File: src/rtl/imm_gen_pipe_pkg.sv
// Shared RISC-V decode constants for the ID-stage immediate generator:
// major opcodes (instr[6:2]), immediate format codes and field positions.
package imm_gen_pipe_pkg;

    localparam int XLEN_DEF = 32;
    localparam int OPC_HI   = 6;
    localparam int OPC_LO   = 2;

    typedef enum logic [4:0] {
        OP_LOAD      = 5'b00000,
        OP_MISC_MEM  = 5'b00011,
        OP_OP_IMM    = 5'b00100,
        OP_AUIPC     = 5'b00101,
        OP_OP_IMM_32 = 5'b00110,
        OP_STORE     = 5'b01000,
        OP_OP        = 5'b01100,
        OP_LUI       = 5'b01101,
        OP_OP_32     = 5'b01110,
        OP_BRANCH    = 5'b11000,
        OP_JALR      = 5'b11001,
        OP_JAL       = 5'b11011,
        OP_SYSTEM    = 5'b11100
    } opcode_e;

    typedef enum logic [2:0] {
        IMM_FMT_R = 3'd0,
        IMM_FMT_I = 3'd1,
        IMM_FMT_S = 3'd2,
        IMM_FMT_B = 3'd3,
        IMM_FMT_U = 3'd4,
        IMM_FMT_J = 3'd5
    } imm_fmt_e;

endpackage

File: src/rtl/imm_gen_pipe_imm_decode.sv
// Combinational immediate decoder: raw instruction -> sign-extended
// immediate, format code and legality flag.
module imm_decode
    import imm_gen_pipe_pkg::*;
#(
    parameter int XLEN = XLEN_DEF
) (
    input  logic [31:0]     instr_i,
    output logic [XLEN-1:0] imm_o,
    output imm_fmt_e        fmt_o,
    output logic            illegal_o
);

    // Built as a signed 32-bit value so the final width cast sign-extends for RV64.
    logic signed [31:0] imm32;

    always_comb begin
        imm32     = '0;
        fmt_o     = IMM_FMT_R;
        illegal_o = 1'b0;
        if (instr_i[1:0] != 2'b11) begin
            illegal_o = 1'b1;
        end else begin
            case (opcode_e'(instr_i[OPC_HI:OPC_LO]))
                OP_LOAD, OP_MISC_MEM, OP_OP_IMM, OP_OP_IMM_32, OP_JALR, OP_SYSTEM: begin
                    fmt_o = IMM_FMT_I;
                    imm32 = 32'($signed(instr_i[31:20]));
                end
                OP_STORE: begin
                    fmt_o = IMM_FMT_S;
                    imm32 = 32'($signed({instr_i[31:25], instr_i[11:7]}));
                end
                OP_BRANCH: begin
                    fmt_o = IMM_FMT_B;
                    imm32 = 32'($signed({instr_i[31], instr_i[7], instr_i[30:25],
                                         instr_i[11:8], 1'b0}));
                end
                OP_LUI, OP_AUIPC: begin
                    fmt_o = IMM_FMT_U;
                    imm32 = {instr_i[31:12], 12'b0};
                end
                OP_JAL: begin
                    fmt_o = IMM_FMT_J;
                    imm32 = 32'($signed({instr_i[31], instr_i[19:12], instr_i[20],
                                         instr_i[30:21], 1'b0}));
                end
                OP_OP, OP_OP_32: fmt_o = IMM_FMT_R;
                default:         illegal_o = 1'b1;
            endcase
        end
    end

    assign imm_o = XLEN'(imm32);

endmodule

File: src/rtl/imm_gen_pipe.sv
// Registered, handshaked ID-stage immediate generator with optional
// 2-entry skid buffer (main entry drives outputs, skid catches one extra).
module imm_gen_pipe
    import imm_gen_pipe_pkg::*;
#(
    parameter int XLEN    = XLEN_DEF,
    parameter bit SKID_EN = 1'b1
) (
    input  logic            clk,
    input  logic            rst,
    input  logic            flush,
    input  logic            in_valid,
    output logic            in_ready,
    input  logic [31:0]     in_instr,
    input  logic [XLEN-1:0] in_pc,
    output logic            out_valid,
    input  logic            out_ready,
    output logic [XLEN-1:0] out_imm,
    output logic [2:0]      out_fmt,
    output logic [XLEN-1:0] out_target,
    output logic            out_illegal
);

    if (XLEN != 32 && XLEN != 64) begin : g_bad_xlen
        $error("imm_gen_pipe: XLEN must be 32 or 64");
    end

    typedef struct packed {
        logic [XLEN-1:0] imm;
        logic [XLEN-1:0] tgt;
        logic [2:0]      fmt;
        logic            ill;
    } entry_t;

    logic [XLEN-1:0] dec_imm;
    imm_fmt_e        dec_fmt;
    logic            dec_ill;
    entry_t          in_ent;

    imm_decode #(.XLEN(XLEN)) u_dec (
        .instr_i   (in_instr),
        .imm_o     (dec_imm),
        .fmt_o     (dec_fmt),
        .illegal_o (dec_ill)
    );

    assign in_ent = '{imm: dec_imm, tgt: in_pc + dec_imm, fmt: dec_fmt, ill: dec_ill};

    entry_t main_q, main_d, skid_q, skid_d;
    logic   main_vld_q, main_vld_d, skid_vld_q, skid_vld_d;
    logic   rdy_q, rdy_d;
    logic   acc, drain;

    assign in_ready = SKID_EN ? rdy_q : (!main_vld_q || out_ready);
    assign acc      = in_valid && in_ready;
    assign drain    = main_vld_q && out_ready;

    always_comb begin
        main_d     = main_q;
        main_vld_d = main_vld_q;
        skid_d     = skid_q;
        skid_vld_d = skid_vld_q;
        if (flush) begin
            main_vld_d = 1'b0;
            skid_vld_d = 1'b0;
        end else if (!main_vld_q || drain) begin
            // Main frees up: skid (older) takes priority, new input backfills.
            if (skid_vld_q) begin
                main_d     = skid_q;
                main_vld_d = 1'b1;
                skid_vld_d = acc;
                if (acc) skid_d = in_ent;
            end else begin
                main_vld_d = acc;
                if (acc) main_d = in_ent;
            end
        end else if (acc) begin
            skid_vld_d = 1'b1;
            skid_d     = in_ent;
        end
        rdy_d = !skid_vld_d;
    end

    always_ff @(posedge clk or posedge rst) begin
        if (rst) begin
            main_q     <= '0;
            skid_q     <= '0;
            main_vld_q <= 1'b0;
            skid_vld_q <= 1'b0;
            rdy_q      <= 1'b0;
        end else begin
            main_q     <= main_d;
            skid_q     <= skid_d;
            main_vld_q <= main_vld_d;
            skid_vld_q <= skid_vld_d;
            rdy_q      <= rdy_d;
        end
    end

    assign out_valid   = main_vld_q;
    assign out_imm     = main_q.imm;
    assign out_target  = main_q.tgt;
    assign out_fmt     = main_q.fmt;
    assign out_illegal = main_q.ill;

endmodule

File: config.mk
export PLATFORM = sky130hd
export DESIGN_NAME = imm_gen_pipe
export DESIGN_NICKNAME = d
export VERILOG_FILES = /design/src/rtl/imm_gen_pipe_pkg.sv /design/src/rtl/imm_gen_pipe_imm_decode.sv /design/src/rtl/imm_gen_pipe.sv
export SDC_FILE = /design/constraint.sdc
export NUM_CORES = 1
export LEC_CHECK = 0
export BUFFER_PORTS_ARGS = -buffer_cell sky130_fd_sc_hd__buf_2
export CAP_MARGIN = 20
export CORE_ASPECT_RATIO = 1.75
export CORE_MARGIN = 4
export CORE_UTILIZATION = 51
export CTS_CLUSTER_SIZE = 20
export DETAILED_ROUTE_END_ITERATION = 6
export GPL_TIMING_DRIVEN = 0
export PLACE_DENSITY = 0.82
export SETUP_SLACK_MARGIN = 0.2
export SLEW_MARGIN = 30
export SYNTH_ARGS = -nofsm -noshare
export SYNTH_HDL_FRONTEND = slang
export SYNTH_SLANG_ARGS = --single-unit
File: constraint.sdc
create_clock -name clk -period 4.58 [get_ports clk]
set_input_delay 0.687 -clock clk [delete_from_list [all_inputs] [get_ports clk]]
set_output_delay 0.687 -clock clk [all_outputs]
set_load 0.005 [all_outputs]
======== Word level (Yosys, flattened, before mapping) ========
Index checks and enable logic that the tools add are counted.
operators by class
  $add $sub $neg .......................... 1
  multipliers ............................. 0
  divide/modulo/power cells ............... 0
  order comparisons ....................... 0
  eq/ne operators ......................... 14
  shift-type cells ........................ 0
  muxes and demuxes ....................... 18
  bitwise operators ....................... 1
  reduce and logical (&&, ||, !) cells .... 13
operators with widths
  cell                count
  $mux 68             5
  $pmux 32 s5         1
  $add 32x32->32      1
  $mux 32             1
  $eq 5x4->1 const B  4
  $eq 5x5->1 const B  4
  $eq 5x3->1 const B  3
  $pmux 3 s5          1
  $reduce_or 13->1    1
  $mux 1              9
  $reduce_or 6->1     1
  $eq 5x2->1 const B  1
  $logic_not 5->1     1
  $ne 2x2->1 const B  2
  $reduce_bool 2->1   2
  $mux 3              1
  $reduce_and 3->1    1
  $logic_and 1x1->1   2
  $logic_not 1->1     2
  $reduce_and 2->1    1
  $reduce_or 2->1     1
  $logic_or 1x1->1    1
  $not 1->1           1
word-level totals
  register bits ........................... 139
  bits in latches ......................... 0
  bits in writable memories ............... 0
  ROM bits ................................ 0
  memories ................................ 0

======== Longest topological paths before layout ========
Gate-level depths: netlist of the first run.
  depth after elaboration ................. 8
  gate-level depth with buffers ........... 19
  gate-level depth less buffers ........... 19

======== Modules after synthesis ========
Synthesis of the first run repeated with hierarchy kept, for this count alone.
unflattened totals
  cells, all modules ...................... 879
  area, all modules ....................... 8282.9 µm²
modules (own cells, without submodules)
  module        instances  cells each  area an instance (µm²)  seq. area each (µm²)
  imm_gen_pipe  1          749         7449.6                  3478.3
  imm_decode    1          130         833.3                   0.0

======== Least setup slack after synthesis of the first run ========
OpenSTA, ideal clock, no wires.
  path type ............................... input-to-reg
  start ................................... in in_instr[2]
  end ..................................... reg skid_q[35] in the netlist's numbering
  library setup time ...................... 0.129 ns
  arrival ................................. 4.220 ns
  data required time ...................... 4.451 ns
  setup slack ............................. 0.231 ns
  cell stages on the path ................. 17
  cell sequence ........................... clkbuf_1 -> nor2_1 -> o21ai_0 -> a21oi_1 -> o211ai_1 -> clkbuf_1 -> nor2_1 -> ha_1 -> a211oi_2 -> o21ai_1 -> a31o_2 -> a31o_2 -> a31o_4 -> a21o_1 -> or4_4 -> nand3_2 -> o21ai_1
on the way
  cells in the longest elaborated chain, start to end .. 8
  elaborated cells on any way between the ends .. 19
RTL lines
  element                                             RTL line                                text
  start: declaration                                  imm_gen_pipe.sv:14                      input logic [31:0] in_instr,
  $eq 5x2->1, or another cell as far along            imm_gen_pipe_imm_decode.sv:24           case (opcode_e'(instr_i[OPC_HI:OPC_LO]))
  $reduce_or 6->1 or $reduce_or 2->1 (tied branches)  n/a
  $pmux 32 s5 *                                       imm_gen_pipe_imm_decode.sv:24
  $mux 32 *                                           imm_gen_pipe_imm_decode.sv:21           if (instr_i[1:0] != 2'b11) begin
  named net dec_imm[1]                                imm_gen_pipe.sv:35                      logic [XLEN-1:0] dec_imm;
  $add 32x32->32 *                                    imm_gen_pipe.sv:47                      assign in_ent = '{imm: dec_imm, tgt: in_pc + dec_imm, fmt: dec_fmt, ill: dec_ill};
  $mux 68 *                                           imm_gen_pipe.sv:72, imm_gen_pipe.sv:77
  $mux 68                                             imm_gen_pipe.sv:68                      if (skid_vld_q) begin
  $mux 68 *                                           imm_gen_pipe.sv:66                      end else if (!main_vld_q || drain) begin
  end signal: assignment                              imm_gen_pipe.sv:93                      skid_q <= skid_d;
  end: declaration                                    imm_gen_pipe.sv:49                      entry_t main_q, main_d, skid_q, skid_d;
The timed path passes the listed nets; every way through them passes the cells marked *. The select of a mux whose other input is x is not followed.
A chain may end at the register's enable or synchronous reset.

======== Worst setup path in the final report of the first run ========
Ends and elaborated chain as after synthesis.

==> metrics, run 1 <==
Worst Skew=9.80 ps; Net Sw Frac=between 20% and 30%; clock tree buffer depth=2; final slew viol count=0; Root Driver=clkbuf_16; RSZ-0062 raised after global routing=false; sequential share of the synthesized area=between 40% and 50%; Reg power frac=between 40% and 50%; largest net degree at the start of global routing=31; First DRT Iteration DRCs=569; Post-Route WL=approximately 25000 um; Post-DP Area=between 8000 and 9000 um^2; Max FO, Critical Path=10; cts hold-fix bufs=0; wire per inst=roughly 20 um; CP peak stage delay=around 530 ps; Slowest cell on crit path=or4_4; status=complete, no violations; global-route wire length before repair=around 38000 um; DRC Markers=0; TritonRoute pass-1 iters=6; Max Cap Viol=0; Worst-path clk slew=roughly 70 ps; Final Wtd Congestion=0.952; Core ar.=15000 um^2; gr ovfl total=0; WP data arrival=4520 ps; Die Y-Extent=172 um; pwr dens=~350 nW/um^2; Gate Count Post-Synth=between 800 and 900; Via density=about 6.0; FP Rows=59; combinational cell fraction of total power=15.7%; ys flop type=dfrtp_1; antenna violations before repair=0; post-route cell area=roughly 9800 um^2; CTS tree=yes; Final Cycle Share=92.5%; CTS Buf Count=17; CTS sink cnt=~140; minimum clock period=approximately 4200 ps; Hold/Removal Path Class=primary input to asynchronous set/reset pin; syn nets=about 990; Worst Setup End Kind=flip-flop; most common cell after layout, fill and taps aside=nand2_1; number of enable flip-flop cells after synthesis=0; syn avg cell area=8.86 um^2; Post-Synthesis Cell Area=7860 um^2; fmax=236 MHz; CP Launch Type=primary input; clock share of power=between 40% and 50%; Req. time, crit path=4860 ps; Int Pwr=between 2000 and 2500 uW; H-Tree Depth=4; Reg2Reg Launch Point=skid_vld_q; most frequent cells in the layout=153 x nand2_1, 139 x dfrtp_1, 138 x buf_2; DR vias=7579; Yosys reg bits=between 100 and 150; total track usage=28.2%; leakage=about 0.0046 uW; I/O pins=about 140; Buf+Inv Stages, Crit Path=4; Max-Slew Margin vs Limit=45.6%; clock insertion delay at the later pin of the skew report=420 ps; Slew @ Worst Pin=around 800 ps; Async S/R FF share, synth=100%; final setup violation count=0; critical setup path kind=primary input to flip-flop; die area=17500 um^2; Max rail drop VDD=between 0.2 and 0.25 mV; Starting Density=a little over half; # diodes=0; Synth Warn #=0; Final #Nets=1160; P_sw=between 900 and 1000 uW; DIE WIDTH=approximately 100 um; worst setup path start=in_instr[2]; final hold vios=0; fin util=between 60% and 70%; P&R area growth vs syn=24.5%; vias in the first global route=approximately 7500; port bufs=between 100 and 150; Routed Antenna Nets=0; post-detail-place hpwl=around 19000 um; CP delay by family, top=compound AO/OA/AOI/OAI gates; share of cells above drive strength 1=23.8%; crit-path cells=buf_2, buf_4, nor2_2, o21ai_0, a21oi_2, o211ai_1, buf_4, clkbuf_8, nor2_4, ha_1, a211oi_2, o21ai_1, a31o_2, a31o_2, a31o_4, a21o_1, or4_4, nand3_2, o21ai_1; unique cell type count in the Yosys netlist=57
## cell families after synthesis
logic type	synth area share [%]
AOI/OAI and AO/OA	22.1
xor gates and xnor gates	3.46
adders and majority gates	5.32
buffers and inverters	3.55
DFF	44.3
muxes	6.08
and+or+nand+nor	15.3
## worst register-to-register path, cell delays in order (launching register included)
cell      delay, ps
dfrtp_1         350
clkbuf_1        180
nor2_1          170
or3_1           270
clkbuf_1        530
clkbuf_1        390
buf_1           520
nand2_1         100
o21ai_0         100
## worst paths after layout
check	to	slack (ps)	cells past startpoint
min in group clk	out_target[6]	470	2
setup reg to reg	out_imm[21]	1870	8
setup / recovery	skid_q[35]	350	19
hold reg to reg	out_target[6]	470	2
max in group asynchronous	out_imm[23]	3310	5
hold / removal	out_target[8]	320	2
## layer usage
| metal | up-vias | global-route usage (%) | wire length, um |
|---|---|---|---|
| met5 | - | 0 | 0 |
| met4 | 0 | 19.4 | 1860 |
| met3 | 121 | 4.40 | 1790 |
| met2 | 400 | 48.2 | 12500 |
| met1 | 3594 | 31.8 | 8600 |
| li1 | 3464 | - | - |
## state kept, by name, indices dropped and copies added, names as in the netlist
| register | count |
|---|---|
| out_imm | 32 |
| out_target | 32 |
| out_valid | 1 |
| out_fmt | 3 |
| skid_vld_q | 1 |
| out_illegal | 1 |
| skid_q | 68 |
| in_ready | 1 |
## stage by stage
stage / cells / power, uW / hold slack [ps] / worst slack [ps] / setup TNS, ps
floorplan: 887 / 1760 / 441 / 231 / 0
global placement: 1208 / 1960 / 453 / -622 / -14030
detailed placement: 1213 / 1990 / 465 / -664 / -15300
CTS: 1246 / 3400 / 336 / 214 / 0
global route: 1253 / 3550 / 366 / 123 / 0
finish: 1253 / 3410 / 323 / 346 / 0
## power by group through the flow
stage	Sequential, uW	Combinational [uW]	Clock (uW)
global route	1480	598	1470
finish	1460	536	1410
detailed placement	1480	510	0
global placement	1470	485	0
floorplan	1470	290	0
CTS	1460	521	1410
## layout make-up
cell class	count	area, um^2
fillers	1246	5200
multi-input cells	674	4280
flip-flops and latches	139	3480
repair buffers	153	888
clock buffers	17	425
plain buffers	58	248
well taps	183	229
clock inverters	13	169
inverters	16	63.8
## Yosys cell counts (13+ instances only)
cell type	count	area share [%]
mux2_2	22	3.2
nor2_1	43	2.1
mux2i_1	23	2.9
nand2_1	154	7.4
clkbuf_1	52	2.5
xnor2_1	16	1.8
xor2_1	15	1.7
o21ai_0	124	7.9
o21a_1	13	1.2
a21oi_1	88	5.6
dfrtp_1	139	44
inv_1	16	0.76
a21o_1	15	1.4
ha_1	31	4.9
## what timing repair did
item	CTS	global route
gates resized for setup	19	41
pin swaps	4	10
setup endpoints to repair	32	25
setup buffers	3	7
endpoints found under the hold margin	0	0
No activity file was read; power rests on OpenSTA's default activity.
==> inputs of run 2 (changes only) <==
- CORE_MARGIN: 4 -> 8
==> metrics, run 2 (synthesis gave the netlist of run 1 again) <==
status=complete, no violations; Worst-path clk slew=70 ps (about the same); Setup Slack @ Placement=-657 ps (+6.91 ps); I/O pins=139 (unchanged); RSZ-0062 raised after global routing=true; antenna violations before repair=1 (+1); Starting Density=51.6% (-0.87 points); Hold/Removal Path Class=primary input to asynchronous set/reset pin; Die Y-Extent=180 um (+4.6%); minimum clock period=4330 ps (+99.7 ps); Slew @ Worst Pin=812 ps (-4.27 ps); CP Launch Type=primary input; setup ws final=246 ps (-99.7 ps); Final Non-Filler Cells=1259 (+0.48%); clock insertion delay at the later pin of the skew report=430 ps (about the same); Post-Route WL=26200 um (+5.5%); Via density=6.01 (-0.69%); pwr dens=347 nW/um^2 (-0.53%); most common cell after layout, fill and taps aside=nand2_1; final setup violation count=0 (unchanged); Worst Skew=8.16 ps (-1.64 ps); Routed Antenna Nets=0 (unchanged); vias in the first global route=7784 (+3.3%); DIE WIDTH=110 um (+7.9%); CTS Buf Count=17 (unchanged); final hold slack=145 ps (-177 ps); share of cells above drive strength 1=23.3% (-0.51 points); leakage=0.00460 uW (-0.27%); most frequent cells in the layout=153 x nand2_1, 139 x dfrtp_1, 138 x buf_2; Reg2Reg Setup Slack=1730 ps (-140 ps); CTS sink cnt=139 (unchanged); First DRT Iteration DRCs=589 (+3.5%); final hold vios=0 (unchanged); total track usage=26.4% (-1.8 points); DR vias=7563 (-0.21%); Buf+Inv Stages, Crit Path=4 (unchanged); Root Driver=clkbuf_16; Worst Setup End Kind=flip-flop; crit-path cells=buf_2, clkbuf_4, nor2_2, o21ai_0, a21oi_1, o211ai_1, buf_4, buf_12, nor2_1, ha_2, o21ai_0, nand2b_1, a31o_2, a31o_2, a31o_4, a21o_1, or4_4, nand3_2, o21ai_1; post-detail-place hpwl=19500 um (+4.3%); Req. time, crit path=4860 ps (about the same); P&R area growth vs syn=23.5%; clock tree buffer depth=2 (unchanged); largest net degree at the start of global routing=31 (unchanged); Top reg by flops=skid_q; Max rail drop VDD=0.246 mV (+7.9%); Core ar.=15200 um^2 (+1.7%); max FFs per register=68 (unchanged); H-Tree Depth=4 (unchanged); total negative slack=0 ps (unchanged); Slowest cell on crit path=or4_4; fmax=231 MHz (-2.3%); dpl cells=1216 (+0.25%); CP peak stage delay=540 ps (about the same); die area=19800 um^2 (+13%); Max Cap Viol=0 (unchanged); Final Cycle Share=94.6% (+2.2 points); port bufs=138 (unchanged); wire per inst=20.8 um (+5.0%); cts hold-fix bufs=0 (unchanged); Max FO, Critical Path=10 (unchanged); final slew viol count=0 (unchanged); FP Rows=60 (+1.7%); WP data arrival=4620 ps (+100 ps); DRC Markers=0 (unchanged); Max-Slew Margin vs Limit=45.9% (+0.28 points); gr ovfl total=0 (unchanged); CP delay by family, top=compound AO/OA/AOI/OAI gates; critical setup path kind=primary input to flip-flop; Final Wtd Congestion=0.961 (+0.90%); Final #Nets=1160 (unchanged); CTS tree=yes; global-route wire length before repair=40300 um (+6.6%); TritonRoute pass-1 iters=5 (-1)
run 2: what timing repair did:
item,CTS,global route
gates resized for setup,18,35
setup endpoints to repair,31,25
pin swaps,1,10
buffers inserted,1,9
run 2: worst paths after layout:
kind                                start              to  depth (start not counted)
hold reg to reg            out_target[13]  out_target[13]                          2
setup / recovery              in_instr[2]      skid_q[35]                         19
setup reg to reg               skid_vld_q     out_imm[23]                          8
max in group asynchronous             rst      out_fmt[0]                          6
min in group clk                    flush       out_valid                          2
hold / removal                        rst      out_imm[9]                          2
run 2: report_power, final:
part	internal [uW]	total, uW	switching (uW)
combinational	217	539	322
sequential	1380	1460	79.4
clock	772	1360	592
run 2: per-stage QoR:
stage | area, um^2 | util, % | total power (uW)
global route | 9700 | 63.7 | 3500
global placement | 8780 | 57.6 | 1960
floorplan | 7860 | - | 1760
CTS | 9520 | 62.5 | 3350
finish | 9700 | 63.7 | 3360
detailed placement | 8890 | 58.3 | 1990
run 2: per-layer routing:
layer  share of wire (%)  up-vias  GRT usage, %
met5                   0        -             0
met4                 6.2        0          18.8
met3                 7.1       86          5.05
met2                  52      406          44.7
li1                    -     3467             -
met1                  35     3604          28.0
run 2: worst register-to-register path, delay by kind of cell, from the launching register on:
kind                   cells  cell delay, ps
AOI/OAI and AO/OA          1             100
buffers and inverters      4            1740
DFF                        1             360
and+or+nand+nor            3             550
run 2: final cells by class:
class                   count  area (um^2)
diodes                      1         2.50
flip-flops and latches    139         3480
repair buffers            153          878
inverters                  16         63.8
multi-input cells         674         4240
fillers                  1284         5540
clock inverters            14          134
well taps                 186          233
clock buffers              18          439
plain buffers              58          239
==> inputs of run 3 (changes only) <==
- SETUP_SLACK_MARGIN: 0.2 -> 0.5
==> metrics, run 3 (synthesis gave the netlist of run 1 again) <==
Slowest cell on crit path=or4_4; die area=19800 um^2 (unchanged); clock insertion delay at the later pin of the skew report=430 ps (about the same); Reg2Reg Setup Slack=1850 ps (+120 ps); RSZ-0062 raised after global routing=true; minimum clock period=4040 ps (-296 ps); Slew @ Worst Pin=813 ps (+1.38 ps); Setup Slack @ Placement=-304 ps (+353 ps); FP Rows=60 (unchanged); CTS sink cnt=139 (unchanged); stages on the worst setup path=20 (+1); Max-Slew Margin vs Limit=45.8% (-0.092 points); most common cell after layout, fill and taps aside=nand2_1; Buf+Inv Stages, Crit Path=5 (+1); Final Cycle Share=88.2% (-6.5 points); Post-Route WL=26800 um (+2.5%); share of cells above drive strength 1=29.1% (+5.8 points); CP delay by family, top=compound AO/OA/AOI/OAI gates; fin util=67.2% (+3.6 points); Max rail drop VDD=0.246 mV (+0.22%); Hold/Removal Path Class=primary input to asynchronous set/reset pin; Reg2Reg Launch Point=skid_vld_q; CTS Buf Count=17 (unchanged); status=complete, no violations; port bufs=138 (unchanged); leakage=0.00478 uW (+3.9%); Starting Density=51.6% (unchanged); final slew viol count=0 (unchanged); global-route wire length before repair=40100 um (-0.68%); fmax=248 MHz (+7.3%); clock share of power=41.4% (+0.8 points); Reg power frac=42.1% (-1.3 points); Register-to-Register Path Depth=8 (unchanged); endpoint of the lowest-slack register-to-register path=out_imm[29]; Net Sw Frac=29.7% (+0.17 points); Core ar.=15200 um^2 (unchanged); gr ovfl total=0 (unchanged); post-detail-place hpwl=19400 um (-0.35%); Via density=6.04 (+0.48%); critical setup path kind=primary input to flip-flop; wire per inst=20.9 um (+0.51%); H-Tree Depth=4 (unchanged); worst setup path start=in_instr[3]; Worst Skew=7.38 ps (-0.780 ps); Max FO, Critical Path=10 (unchanged); Int Pwr=2450 uW (+3.2%); total negative slack=0 ps (unchanged); I/O pins=139 (unchanged); CTS tree=yes; Final #Nets=1185 (+2.2%); vias in the first global route=7618 (-2.1%); largest net degree at the start of global routing=32 (+3.2%); Die Y-Extent=180 um (unchanged); Req. time, crit path=4880 ps (+20 ps); clock tree buffer depth=2 (unchanged); DR vias=7750 (+2.5%); Worst-path clk slew=70 ps (about the same); crit-path cells=buf_2, buf_6, nor2_4, o21bai_2, a21oi_2, o211ai_1, buf_4, buf_4, clkbuf_16, nor2_4, ha_4, a211oi_4, o21ai_1, a31o_2, a31o_4, a31o_4, a21o_4, or4_4, nand3_4, o21ai_1; WP data arrival=4340 ps (-280 ps); DRC Markers=0 (unchanged); Root Driver=clkbuf_16; setup ws final=541 ps (+296 ps); final setup violation count=0 (unchanged); Final Wtd Congestion=0.926 (-3.6%); Max Cap Viol=0 (unchanged); Top reg by flops=skid_q; most frequent cells in the layout=147 x nand2_1, 141 x buf_2, 139 x dfrtp_1; pwr dens=340 nW/um^2 (-2.0%); Routed Antenna Nets=0 (unchanged); combinational cell fraction of total power=16.5% (+0.5 points); max FFs per register=68 (unchanged); Worst Setup End Kind=flip-flop; antenna violations before repair=1 (unchanged); P_sw=1030 uW (+4.1%); P&R area growth vs syn=30.4%; First DRT Iteration DRCs=625 (+6.1%); total track usage=26.3% (-0.051 points); final hold vios=0 (unchanged); CP peak stage delay=530 ps (about the same); TritonRoute pass-1 iters=5 (unchanged); DIE WIDTH=110 um (unchanged); CP Launch Type=primary input
-- run 3: changes by cell type in the layout (fill, tap and decap cells not counted), moves of 4 or more --
cell / previous run / this run
buf_4: 12 / 37
a21oi_1: 84 / 76
a21oi_4: 0 / 7
ha_1: 29 / 22
nand2_1: 153 / 147
nand2_2: 1 / 7
a22oi_1: 6 / 1
a22oi_2: 0 / 5
ha_4: 0 / 5
inv_8: 0 / 4
o21ai_0: 118 / 114
-- run 3: layer usage --
layer | part of all wire (%) | track usage (%)
met2 | 50 | 44.1
met4 | 7.5 | 17.3
met3 | 6.5 | 5.09
met5 | 0 | 0
met1 | 36 | 29.0
-- run 3: metrics by stage --
stage          hold slack, ps  power, uW  cells  cell area, um^2
6_report                  253       3480   1284            10200
3_3_place_gp              453       1970   1211             8840
4_1_cts                   267       3440   1262             9900
5_1_grt                   281       3600   1284            10200
2_1_floorplan             441       1770    887             7920
3_5_place_dp              462       2000   1216             8960
-- run 3: power groups by stage --
stage | logic, uW | clock network [uW] | registers (uW)
after floorplan | 294 | 0 | 1470
after global placement | 494 | 0 | 1470
after detailed placement | 519 | 0 | 1480
after CTS | 543 | 1440 | 1460
after global routing | 629 | 1490 | 1480
final | 575 | 1440 | 1460
-- run 3: worst max-delay path by stage --
stage,endpoint,slack (ps)
6_report,skid_q[35],540
5_1_grt,skid_q[33],440
4_1_cts,skid_q[35],500
3_5_place_dp,out_target[26],-300
3_3_place_gp,out_target[18],-260
2_1_floorplan,skid_q[35],510
-- run 3: area by class of cell --
class                      instances  area, um^2
timing repair buffer             178        1070
fill                            1213        4990
buffer                            58         285
tap                              186         233
clock inverter                    15         179
sequential                       139        3480
antenna                            1        2.50
inverter                          16        63.8
multi-input combinational        674        4510
clock buffer                      17         425
-- run 3: repair_timing --
item | 4_1_cts | 5_1_grt
hold buffers | 0 | 0
setup endpoints to repair | 29 | 30
resized for setup | 42 | 62
buffers inserted | 14 | 21
pin swaps | 16 | 25
